$ cat config.mk
export PLATFORM = sky130hd
export DESIGN_NAME = micro_sequencer
export DESIGN_NICKNAME = d
export VERILOG_FILES = /design/src/rtl/micro_sequencer.sv
export SDC_FILE = /design/constraint.sdc
export NUM_CORES = 1
export LEC_CHECK = 0
export ABC_CLOCK_PERIOD_IN_PS = 1740
export BUFFER_PORTS_ARGS = -buffer_cell sky130_fd_sc_hd__buf_2
export CORE_ASPECT_RATIO = 2
export CORE_MARGIN = 5
export CORE_UTILIZATION = 45
export DETAILED_ROUTE_END_ITERATION = 6
export PLACE_DENSITY = 0.77
export SYNTH_ARGS = -nofsm -noshare
export SYNTH_HDL_FRONTEND = slang
export SYNTH_SLANG_ARGS = --single-unit
$ cat constraint.sdc
create_clock -name MICRO_SEQUENCER_CLOCK_50 -period 1.74 [get_ports MICRO_SEQUENCER_CLOCK_50]
set_clock_uncertainty 0.2 [all_clocks]
set_input_delay 0.174 -clock MICRO_SEQUENCER_CLOCK_50 [delete_from_list [all_inputs] [get_ports MICRO_SEQUENCER_CLOCK_50]]
set_output_delay 0.174 -clock MICRO_SEQUENCER_CLOCK_50 [all_outputs]
set_load 0.05 [all_outputs]
$ cat src/rtl/micro_sequencer.sv
// Microprogram sequencer: owns the microPC, picks next/jump/decode address each cycle, stalls on memory access.
// Zero-latency stall output; one-cycle address update; holds until memory ack, debug halt release or reset.
module micro_sequencer #(
  parameter int                              MICRO_SEQUENCER_ADDR       = 11,
  parameter int                              MICRO_SEQUENCER_TIMEOUT    = 15,
  parameter logic [MICRO_SEQUENCER_ADDR-1:0] MICRO_SEQUENCER_FAULT_ADDR = 11'h7FF
) (
  input  logic                            MICRO_SEQUENCER_CLOCK_50,
  input  logic                            MICRO_SEQUENCER_ResetInLow_In,
  input  logic [1:0]                      MICRO_SEQUENCER_Tipo_InBus,
  input  logic [MICRO_SEQUENCER_ADDR-1:0] MICRO_SEQUENCER_JumpAddr_InBus,
  input  logic [1:0]                      MICRO_SEQUENCER_Op_InBus,
  input  logic [5:0]                      MICRO_SEQUENCER_Op3_InBus,
  input  logic                            MICRO_SEQUENCER_MemRd_In,
  input  logic                            MICRO_SEQUENCER_MemWr_In,
  input  logic                            MICRO_SEQUENCER_MemAck_In,
  input  logic                            MICRO_SEQUENCER_Halt_In,
  output logic [MICRO_SEQUENCER_ADDR-1:0] MICRO_SEQUENCER_CSAddress_OutBus,
  output logic                            MICRO_SEQUENCER_MemReq_Out,
  output logic                            MICRO_SEQUENCER_Stall_Out,
  output logic                            MICRO_SEQUENCER_Fault_Out,
  output logic [1:0]                      MICRO_SEQUENCER_State_OutBus
);

  localparam logic [1:0] RUN     = 2'b00;
  localparam logic [1:0] MEMWAIT = 2'b01;
  localparam logic [1:0] HALT    = 2'b10;
  localparam logic [1:0] FAULT   = 2'b11;

  localparam logic [7:0] TIMEOUT_LAST = 8'(MICRO_SEQUENCER_TIMEOUT - 1);

  logic [1:0]                      state;
  logic [MICRO_SEQUENCER_ADDR-1:0] microPc;
  logic [MICRO_SEQUENCER_ADDR-1:0] nextAddr;
  logic [7:0]                      waitCnt;
  logic                            memReq;
  logic                            fault;
  logic                            access;
  logic                            stall;

  assign access = MICRO_SEQUENCER_MemRd_In | MICRO_SEQUENCER_MemWr_In;

  // Reserved branch type 11 behaves as a plain increment.
  always_comb begin
    nextAddr = microPc + 1'b1;
    case (MICRO_SEQUENCER_Tipo_InBus)
      2'b01:   nextAddr = MICRO_SEQUENCER_JumpAddr_InBus;
      2'b10:   nextAddr = {1'b1, MICRO_SEQUENCER_Op_InBus, MICRO_SEQUENCER_Op3_InBus, 2'b00};
      default: nextAddr = microPc + 1'b1;
    endcase
  end

  always_comb begin
    stall = 1'b1;
    case (state)
      RUN:     stall = access | MICRO_SEQUENCER_Halt_In;
      MEMWAIT: stall = ~MICRO_SEQUENCER_MemAck_In;
      default: stall = 1'b1;
    endcase
  end

  always_ff @(posedge MICRO_SEQUENCER_CLOCK_50) begin
    if (!MICRO_SEQUENCER_ResetInLow_In) begin
      state   <= RUN;
      microPc <= '0;
      waitCnt <= '0;
      memReq  <= 1'b0;
      fault   <= 1'b0;
    end else begin
      case (state)
        RUN: begin
          if (access) begin
            state   <= MEMWAIT;
            memReq  <= 1'b1;
            waitCnt <= '0;
          end else if (MICRO_SEQUENCER_Halt_In) begin
            state <= HALT;
          end else begin
            microPc <= nextAddr;
          end
        end
        MEMWAIT: begin
          // Ack takes precedence over a timeout landing in the same cycle.
          if (MICRO_SEQUENCER_MemAck_In) begin
            microPc <= nextAddr;
            state   <= RUN;
            memReq  <= 1'b0;
          end else if (waitCnt == TIMEOUT_LAST) begin
            microPc <= MICRO_SEQUENCER_FAULT_ADDR;
            fault   <= 1'b1;
            memReq  <= 1'b0;
            state   <= FAULT;
          end else begin
            waitCnt <= waitCnt + 8'd1;
          end
        end
        HALT: begin
          if (!MICRO_SEQUENCER_Halt_In) state <= RUN;
        end
        default: begin
          state <= FAULT;
        end
      endcase
    end
  end

  assign MICRO_SEQUENCER_CSAddress_OutBus = microPc;
  assign MICRO_SEQUENCER_MemReq_Out       = memReq;
  assign MICRO_SEQUENCER_Stall_Out        = stall;
  assign MICRO_SEQUENCER_Fault_Out        = fault;
  assign MICRO_SEQUENCER_State_OutBus     = state;

endmodule
==> flow_summary.yaml, run 1 <==
status:
  outcome: "finished, violations left"
  violations: "setup timing"
grt:
  grt_pass1_wl_um: 7659
  antenna_found_initial: 0
  grt_overflow: 0
  grt_pass1_vias: 1753
  grt_usage: 0.2033
  grt_max_degree: 21
floorplan:
  core_sq_mm: 0.003157
  io_pins: 43
  rows: 29
  chipHeight_um: 90.52
  start_util: 0.4621
  die_w_um: 50.26
  die_area_sq_mm: 0.004550
timing:
  finalCritPeriodShare: 1.080
  clock.fmax_ghz: 0.5321
  rsz0062_at_grt: "true"
  setup_slack_ns: -0.1394
  hold_viol_final: 0
  final_max_slew_viol_count: 0
  slew_headroom: 0.6192
  worst_pin_slew_ns: 0.5673
  min_period_ns: 1.879
  setup_viol: 5
critical_path:
  crit_path_start_kind: "flip-flop"
  crit_fanout: 10
  cp_num_buf_inv: 2
  critPathRequiredTime_ns: 1.37
  slowest_delay_ns: 0.45
  path_delay_family: "simple AND/OR/NAND/NOR gates"
  arrival_ns: 1.51
  path_class: "flip-flop to output pin"
  crit_chain: "or4_4 -> a21oi_4 -> inv_6 -> buf_8"
  cpMaxStageDelayCell: "or4_4"
  end_kind: "output pin"
yosys:
  syn_area_sq_mm: 0.001459
  yosys.area.top_type_share: 0.3156
  synth.area.top_cells: "dfxtp_1 32%, o221a_2 6.9%, a221oi_1 4.8%"
  synth_edf_count: 0
  ys_warn_count: 0
  ys_types: 44
  yosys.area.top_type: "dfxtp_1"
  synth_cells: 168
  yosys_register_bits: 23
  async_flop_share: 0
  synth_ff_type: "dfxtp_1"
  syn_avg_cell_area_sq_um: 8.684
  syn_nets: 200
  ys_seq_area_frac: 0.3156
cells_and_area:
  mostFrequentLayoutCells: "41 x buf_2, 28 x buf_4, 12 x inv_1, 12 x nand2_1"
  fill_cells: 254
  instances_no_fill: 269
  regArea_sq_um: 496.7
  final_nets: 271
  drive_above_1_share: 0.5336
  design_area_sq_mm: 0.002163
  n_antenna_cell: 0
  syn2layout_area_growth_pct: 48.28
  final_common_cell: "buf_2"
  multi_input_area_sq_mm: 0.001026
  post-route-util: 0.6853
clock_network:
  h-tree-depth: 1
  cts.clk_slew.worst_paths_ns: 0.08
  root_buffer: "clkbuf_8"
  clk_latency_ns: 0.26
  ctsHoldBuffers: 0
  clock-sinks: 23
  clock_path_buffers: 2
  numCtsBuffers: 3
  cts_tree: "yes"
placement:
  place_area_sq_mm: 0.001974
  place_congestion: 0.8287
  io_buffers: 42
  dp_hpwl_um: 3470
  place_inst: 257
worst_hold_path:
  hp-class: "input port to flip-flop"
route:
  routed_wl_um: 4569
  route.detailed.drc: 0
  dr_total_vias: 1680
  drtAntennaViolNets: 0
  avgViaCountPerCell: 6.245
  firstDrtPassIters: 4
  drt_iter0_markers: 34
  wl_per_cell_um: 16.99
power_and_ir_drop:
  p_leak_nw: 0.9162
  finalPower_w: 0.001566
  peakVddDrop_mv: 0.5796
  power_per_cell_area_mw_per_mm2: 723.8
flow_run:
  drv_cap: 0
-- timing repair --
| action | 4_1_cts | 5_1_grt |
|---|---|---|
| pin swaps | 6 | 5 |
| buffers inserted | 3 | 4 |
| gates cloned | 0 | 1 |
| resized for setup | 8 | 10 |
| setup endpoints to repair | 12 | 16 |
| hold endpoints to repair | 0 | 0 |
-- state kept, by name (all words and copies together), names as in the netlist --
name,count
waitCnt,8
MICRO_SEQUENCER_State_OutBus,2
MICRO_SEQUENCER_MemReq_Out,1
MICRO_SEQUENCER_Fault_Out,1
MICRO_SEQUENCER_CSAddress_OutBus,11
-- synthesized netlist by cell type, types with 2 or more instances --
cell type  count
dfxtp_1       23
inv_1         12
nand2_1       12
o21ai_0       11
a21oi_1        9
o221a_2        9
a221oi_1       8
a31oi_1        8
clkbuf_1       7
nand3_1        7
or3_1          6
ha_1           5
or4_1          4
a2111o_1       3
and3_1         3
nand2b_1       3
o31ai_1        3
a21boi_0       2
a21oi_2        2
a221oi_2       2
and2_1         2
nand4_1        2
o2111ai_1      2
o21a_1         2
o21bai_1       2
-- layout make-up --
cell class	instances	share of cell area
clock buffers	3	0.01909
clock inverters	1	0.002313
inverters	13	0.02487
multi-input cells	124	0.4743
flip-flops and latches	23	0.2296
well taps	31	0.01793
repair buffers	74	0.2319
-- cell families (layout without fill, tap and decap cells) --
kind of cell,count (synthesis),after routing,synth area share
flops,23,23,0.3156
simple gates,46,46,0.1904
fa+ha+maj,5,5,0.04288
compound gates,71,72,0.3825
xor+xnor,1,1,0.006005
buf+inv,22,91,0.06260
-- worst register-to-register path: stages, from the launching register on --
cell and delay [ns]:
dfxtp_4 0.35, or4_4 0.45, buf_4 0.16, a221oi_2 0.27, a221oi_2 0.08, o221a_1 0.23
-- per-layer routing --
layer,global-route usage,routed length (um)
met3,0.02314,252
met4,0.07659,80
met5,0,0
met2,0.3929,2706
met1,0.2055,1529
-- final timing paths --
kind / to / start / slack, ns / cells after the start
setup / recovery: MICRO_SEQUENCER_Stall_Out / MICRO_SEQUENCER_State_OutBus[0] / -0.14 / 4
hold / removal: MICRO_SEQUENCER_State_OutBus[1] / MICRO_SEQUENCER_Halt_In / 0.16 / 5
setup reg to reg: MICRO_SEQUENCER_CSAddress_OutBus[10] / MICRO_SEQUENCER_State_OutBus[0] / -0.11 / 5
hold reg to reg: MICRO_SEQUENCER_MemReq_Out / MICRO_SEQUENCER_MemReq_Out / 0.32 / 2
-- power breakdown --
part | total [W] | switching, W | internal, W
Combinational | 0.000613 | 0.000363 | 0.000250
Sequential | 0.000617 | 0.0000443 | 0.000572
Clock | 0.000336 | 0.000176 | 0.000160
Total | 0.00157 | 0.000584 | 0.000982
-- metrics by stage --
stage / worst slack (ns) / setup TNS (ns) / hold WS [ns]
2_1_floorplan: -0.1376 / -1.132 / 0.2153
3_3_place_gp: -0.007720 / -0.007720 / 0.2855
3_5_place_dp: -0.03776 / -0.2363 / 0.3016
4_1_cts: -0.1352 / -0.2388 / 0.1641
5_1_grt: -0.1734 / -1.068 / 0.1802
6_report: -0.1394 / -0.3170 / 0.1641
No activity file was read; power rests on OpenSTA's default activity.
==> inputs of run 2 (changes only) <==
- PLACE_DENSITY: 0.77 -> unset
- PLACE_DENSITY_LB_ADDON: unset -> 0.25
==> flow_summary.yaml, run 2 (synthesized netlist as in run 1, its figures left out) <==
critical_path:
  crit_path_start_kind: "flip-flop"
  crit_chain: "or4_4 -> buf_4 -> a221oi_4 -> a221oi_2 -> o221a_1"
  cp_num_buf_inv: 1
  slowest_delay_ns: 0.50
  crit_fanout: 2
  path_delay_family: "compound AO/OA/AOI/OAI gates"
  critPathRequiredTime_ns: 1.70
  cpMaxStageDelayCell: "or4_4"
  end_kind: "flip-flop"
  path_class: "flip-flop to flip-flop"
  arrival_ns: 1.88
power_and_ir_drop:
  power_per_cell_area_mw_per_mm2: 716.1
  power_switching_w: 0.0005967
  internal_power_w: 0.0009954
  p_leak_nw: 0.9435
  peakVddDrop_mv: 0.6665
  netSwitchingFraction: 0.3748
  clkPwrFrac: 0.210
  combPwrFrac: 0.401
  finalPower_w: 0.001592
  sequentialPowerShare: 0.389
clock_network:
  ctsHoldBuffers: 0
  clock_path_buffers: 2
  h-tree-depth: 1
  root_buffer: "clkbuf_8"
  numCtsBuffers: 3
  clk_latency_ns: 0.26
  cts_tree: "yes"
  cts.clk_slew.worst_paths_ns: 0.09
  clock-sinks: 23
grt:
  grt_overflow: 0
  grt_usage: 0.2113
  grt_pass1_wl_um: 7762
  grt_pass1_vias: 1719
  grt_max_degree: 21
  antenna_found_initial: 0
floorplan:
  chipHeight_um: 90.52
  core_sq_mm: 0.003157
  die_area_sq_mm: 0.004550
  start_util: 0.4621
  rows: 29
  die_w_um: 50.26
  io_pins: 43
route:
  routed_wl_um: 5065
  drtAntennaViolNets: 0
  dr_total_vias: 1699
  route.detailed.drc: 0
  firstDrtPassIters: 4
  avgViaCountPerCell: 6.293
  wl_per_cell_um: 18.76
  drt_iter0_markers: 38
placement:
  place_congestion: 0.9085
  place_area_sq_mm: 0.001952
  dp_hpwl_um: 3651
  io_buffers: 42
cells_and_area:
  largest_reg_flops: 11
  final_common_cell: "buf_2"
  mostFrequentLayoutCells: "41 x buf_2, 27 x buf_4, 12 x inv_1, 12 x nand2_1"
  drive_above_1_share: 0.5439
  syn2layout_area_growth_pct: 52.40
  final_nets: 272
  n_antenna_cell: 0
  design_area_sq_mm: 0.002223
status:
  violations: "setup timing"
  outcome: "finished, violations left"
worst_hold_path:
  hp-class: "input port to flip-flop"
timing:
  min_period_ns: 1.924
  rsz0062_at_grt: "true"
  clock.fmax_ghz: 0.5198
  setup_slack_ns: -0.1838
  worst_pin_slew_ns: 0.3353
  slew_headroom: 0.7748
  finalCritPeriodShare: 1.106
  setup_viol: 14
  hold_viol_final: 0
  final_max_slew_viol_count: 0
flow_run:
  drv_cap: 0
[run 2: cell types whose count changed in the layout (fill, tap and decap cells not counted), sizes merged]
cell,previous run,this run
buf,74,75
[run 2: final cells by class]
| cell class | instances | area (sq um) |
|---|---|---|
| repair buffers | 75 | 516.7 |
| fillers | 252 | 933.4 |
| inverters | 13 | 53.80 |
| clock inverters | 1 | 5.005 |
| multi-input cells | 124 | 1071 |
| flip-flops and latches | 23 | 496.7 |
| clock buffers | 3 | 41.29 |
| well taps | 31 | 38.79 |
[run 2: worst reg2reg max path, delay by kind of cell (launching register included)]
| family | cells | cell delay (ns) |
|---|---|---|
| compound gates | 3 | 0.60 |
| simple gates | 1 | 0.50 |
| flops | 1 | 0.35 |
| buf+inv | 1 | 0.17 |
[run 2: routing by layer]
layer / up-vias / part of all wire / GRT usage / routed length, um
met2: 82 / 0.60 / 0.4107 / 3033
met4: 0 / 0.027 / 0.09628 / 135
met3: 9 / 0.063 / 0.03306 / 317
li1: 804 / - / - / -
met1: 804 / 0.31 / 0.1980 / 1577
met5: - / 0 / 0 / 0
[run 2: power groups by stage]
stage                     Sequential (W)  Clock [W]  Combinational, W
after floorplan                 0.000767          0          0.000226
after global placement          0.000628          0          0.000534
after detailed placement        0.000633          0          0.000552
after CTS                       0.000619   0.000348          0.000591
after global routing            0.000623   0.000373          0.000678
final                           0.000619   0.000335          0.000638
[run 2: path summary, 6_finish.rpt]
kind,start,end,slack (ns),cells past startpoint
worst max register to register,MICRO_SEQUENCER_State_OutBus[0],MICRO_SEQUENCER_CSAddress_OutBus[10],-0.18,5
worst min register to register,MICRO_SEQUENCER_MemReq_Out,MICRO_SEQUENCER_MemReq_Out,0.29,2
worst max-delay path,MICRO_SEQUENCER_State_OutBus[0],MICRO_SEQUENCER_CSAddress_OutBus[10],-0.18,5
worst min-delay path,MICRO_SEQUENCER_ResetInLow_In,waitCnt[5],0.05,3
[run 2: repair_timing]
action                     in CTS  in global routing
resized for setup              10                 17
pin swaps                       5                  3
gates cloned                    0                  1
setup buffers                   6                  5
setup endpoints to repair      13                 19
[run 2: per-stage QoR]
stage / std cells / TNS (ns) / setup slack (ns) / hold WS, ns / util
3_3_place_gp: 254 / -0.01440 / -0.01440 / 0.2740 / 0.6183
6_report: 270 / -0.7414 / -0.1838 / 0.05451 / 0.7043
2_1_floorplan: 168 / -1.132 / -0.1376 / 0.2153 / -
3_5_place_dp: 254 / -0.2482 / -0.05142 / 0.2783 / 0.6183
4_1_cts: 264 / -0.8332 / -0.1447 / 0.07685 / 0.6615
5_1_grt: 270 / -1.667 / -0.2383 / 0.05629 / 0.7043
==> inputs of run 3 (changes only) <==
- RECOVER_POWER: unset -> 25
==> flow_summary.yaml, run 3 (synthesized netlist as in run 1, its figures left out) <==
route:
  routed_wl_um: 5081
  drt_iter0_markers: 38
  dr_total_vias: 1700
  drtAntennaViolNets: 0
  firstDrtPassIters: 4
  route.detailed.drc: 0
  wl_per_cell_um: 18.82
  avgViaCountPerCell: 6.296
critical_path:
  cpMaxStageDelayCell: "or4_4"
  end_kind: "flip-flop"
  path_class: "flip-flop to flip-flop"
  slowest_delay_ns: 0.50
  r2r_slack_ns: -0.18
  crit_path_start_kind: "flip-flop"
  timing.rr.start: "MICRO_SEQUENCER_State_OutBus[0]"
  reg2reg_depth: 5
  crit_chain: "or4_4 -> buf_4 -> a221oi_4 -> a221oi_2 -> o221a_1"
  r2r_end: "MICRO_SEQUENCER_CSAddress_OutBus[10]"
  crit_fanout: 2
  critPathRequiredTime_ns: 1.70
  arrival_ns: 1.88
worst_hold_path:
  hp-class: "input port to flip-flop"
  hold_end: "waitCnt[5]"
  min_path_cells: 3
  min_from: "MICRO_SEQUENCER_ResetInLow_In"
grt:
  grt_use_met3: 0.03306
  grt_overflow: 0
  grt_pass1_wl_um: 7762
  grt_use_met2: 0.4107
  grt_max_degree: 21
  antenna_found_initial: 0
  grt_pass1_vias: 1719
  use_met1: 0.1980
  grt_usage: 0.2113
  grt-busiest-layer: "met2"
placement:
  io_buffers: 42
  dp_hpwl_um: 3651
  place_inst: 254
  place_congestion: 0.9085
floorplan:
  chipHeight_um: 90.52
  start_util: 0.4621
  die_w_um: 50.26
  io_pins: 43
  rows: 29
  core_sq_mm: 0.003157
  die_area_sq_mm: 0.004550
timing:
  finalCritPeriodShare: 1.106
  setup_tns_ns: -0.7471
  slew_headroom: 0.5905
  setup_slack_ns: -0.1843
  rsz0062_at_grt: "true"
  hold_viol_final: 0
  min_period_ns: 1.924
  clock.fmax_ghz: 0.5197
  setup_viol: 14
  final_max_slew_viol_count: 0
  worst_pin_slew_ns: 0.6170
clock_network:
  root_buffer: "clkbuf_8"
  clk_latency_ns: 0.26
  ctsHoldBuffers: 0
  cts_tree: "yes"
  clock_path_buffers: 2
  cts.clk_slew.worst_paths_ns: 0.09
  clock-sinks: 23
  h-tree-depth: 1
  numCtsBuffers: 3
cells_and_area:
  syn2layout_area_growth_pct: 52.14
  instances_no_fill: 270
  final_common_cell: "buf_2"
  final_nets: 272
  drive_above_1_share: 0.5314
  n_antenna_cell: 0
  largest_reg_flops: 11
  mostFrequentLayoutCells: "38 x buf_2, 27 x buf_4, 12 x inv_1, 12 x nand2_1"
power_and_ir_drop:
  power_per_cell_area_mw_per_mm2: 717.1
  peakVddDrop_mv: 0.6665
  p_leak_nw: 0.9315
status:
  outcome: "finished, violations left"
  violations: "setup timing"
flow_run:
  drv_cap: 0
## run 3: layer usage
layer / vias to the layer above / routed length (um)
met5: - / 0
met4: 0 / 135
met3: 9 / 308
met2: 78 / 3051
met1: 809 / 1585
li1: 804 / -
## run 3: final cells by class
class | instances | area [sq um]
clock buffer | 3 | 41.29
clock inverter | 1 | 5.005
fill | 251 | 937.1
inverter | 13 | 53.80
multi-input combinational | 124 | 1071
sequential | 23 | 496.7
tap | 31 | 38.79
timing repair buffer | 75 | 513.0
## run 3: worst max-delay path, delay by kind of cell, from the launching register on
| kind | cells | cell delay (ns) |
|---|---|---|
| flip-flops | 1 | 0.35 |
| AND/OR/NAND/NOR | 1 | 0.50 |
| AO/OA/AOI/OAI | 3 | 0.60 |
| buffers and inverters | 1 | 0.17 |
## run 3: worst max-delay path by stage
stage                                              startpoint                                    to  slack, ns  cells past startpoint
final                         MICRO_SEQUENCER_State_OutBus[0]  MICRO_SEQUENCER_CSAddress_OutBus[10]      -0.18                      5
after global routing          MICRO_SEQUENCER_State_OutBus[0]  MICRO_SEQUENCER_CSAddress_OutBus[10]      -0.24                      5
after CTS                     MICRO_SEQUENCER_State_OutBus[0]             MICRO_SEQUENCER_Stall_Out      -0.14                      4
after detailed placement  MICRO_SEQUENCER_CSAddress_OutBus[7]  MICRO_SEQUENCER_CSAddress_OutBus[10]      -0.05                      4
after global placement    MICRO_SEQUENCER_CSAddress_OutBus[0]  MICRO_SEQUENCER_CSAddress_OutBus[10]      -0.01                      5
after floorplan           MICRO_SEQUENCER_CSAddress_OutBus[0]  MICRO_SEQUENCER_CSAddress_OutBus[10]      -0.14                      5
## run 3: where the power goes
group          internal (W)  switching, W
logic              0.000262      0.000375
registers          0.000572     0.0000472
clock network      0.000160      0.000175
total              0.000994      0.000597
## run 3: metrics by stage
step / util / cell area [sq um] / total power, W / hold WS, ns / setup slack [ns]
CTS: 0.6615 / 2088 / 0.001558 / 0.07685 / -0.1447
finish: 0.7031 / 2220 / 0.001592 / 0.05445 / -0.1843
global route: 0.7031 / 2220 / 0.001674 / 0.05629 / -0.2383
detailed placement: 0.6183 / 1952 / 0.001185 / 0.2783 / -0.05142
floorplan: - / 1549 / 0.0009929 / 0.2153 / -0.1376
global placement: 0.6183 / 1952 / 0.001162 / 0.2740 / -0.01440
## run 3: repair_timing
action,CTS,global route
pin swaps,5,3
gates resized for setup,10,17
buffers inserted,6,5
cloned,0,1
setup endpoints to repair,13,19
hold endpoints to repair,0,0
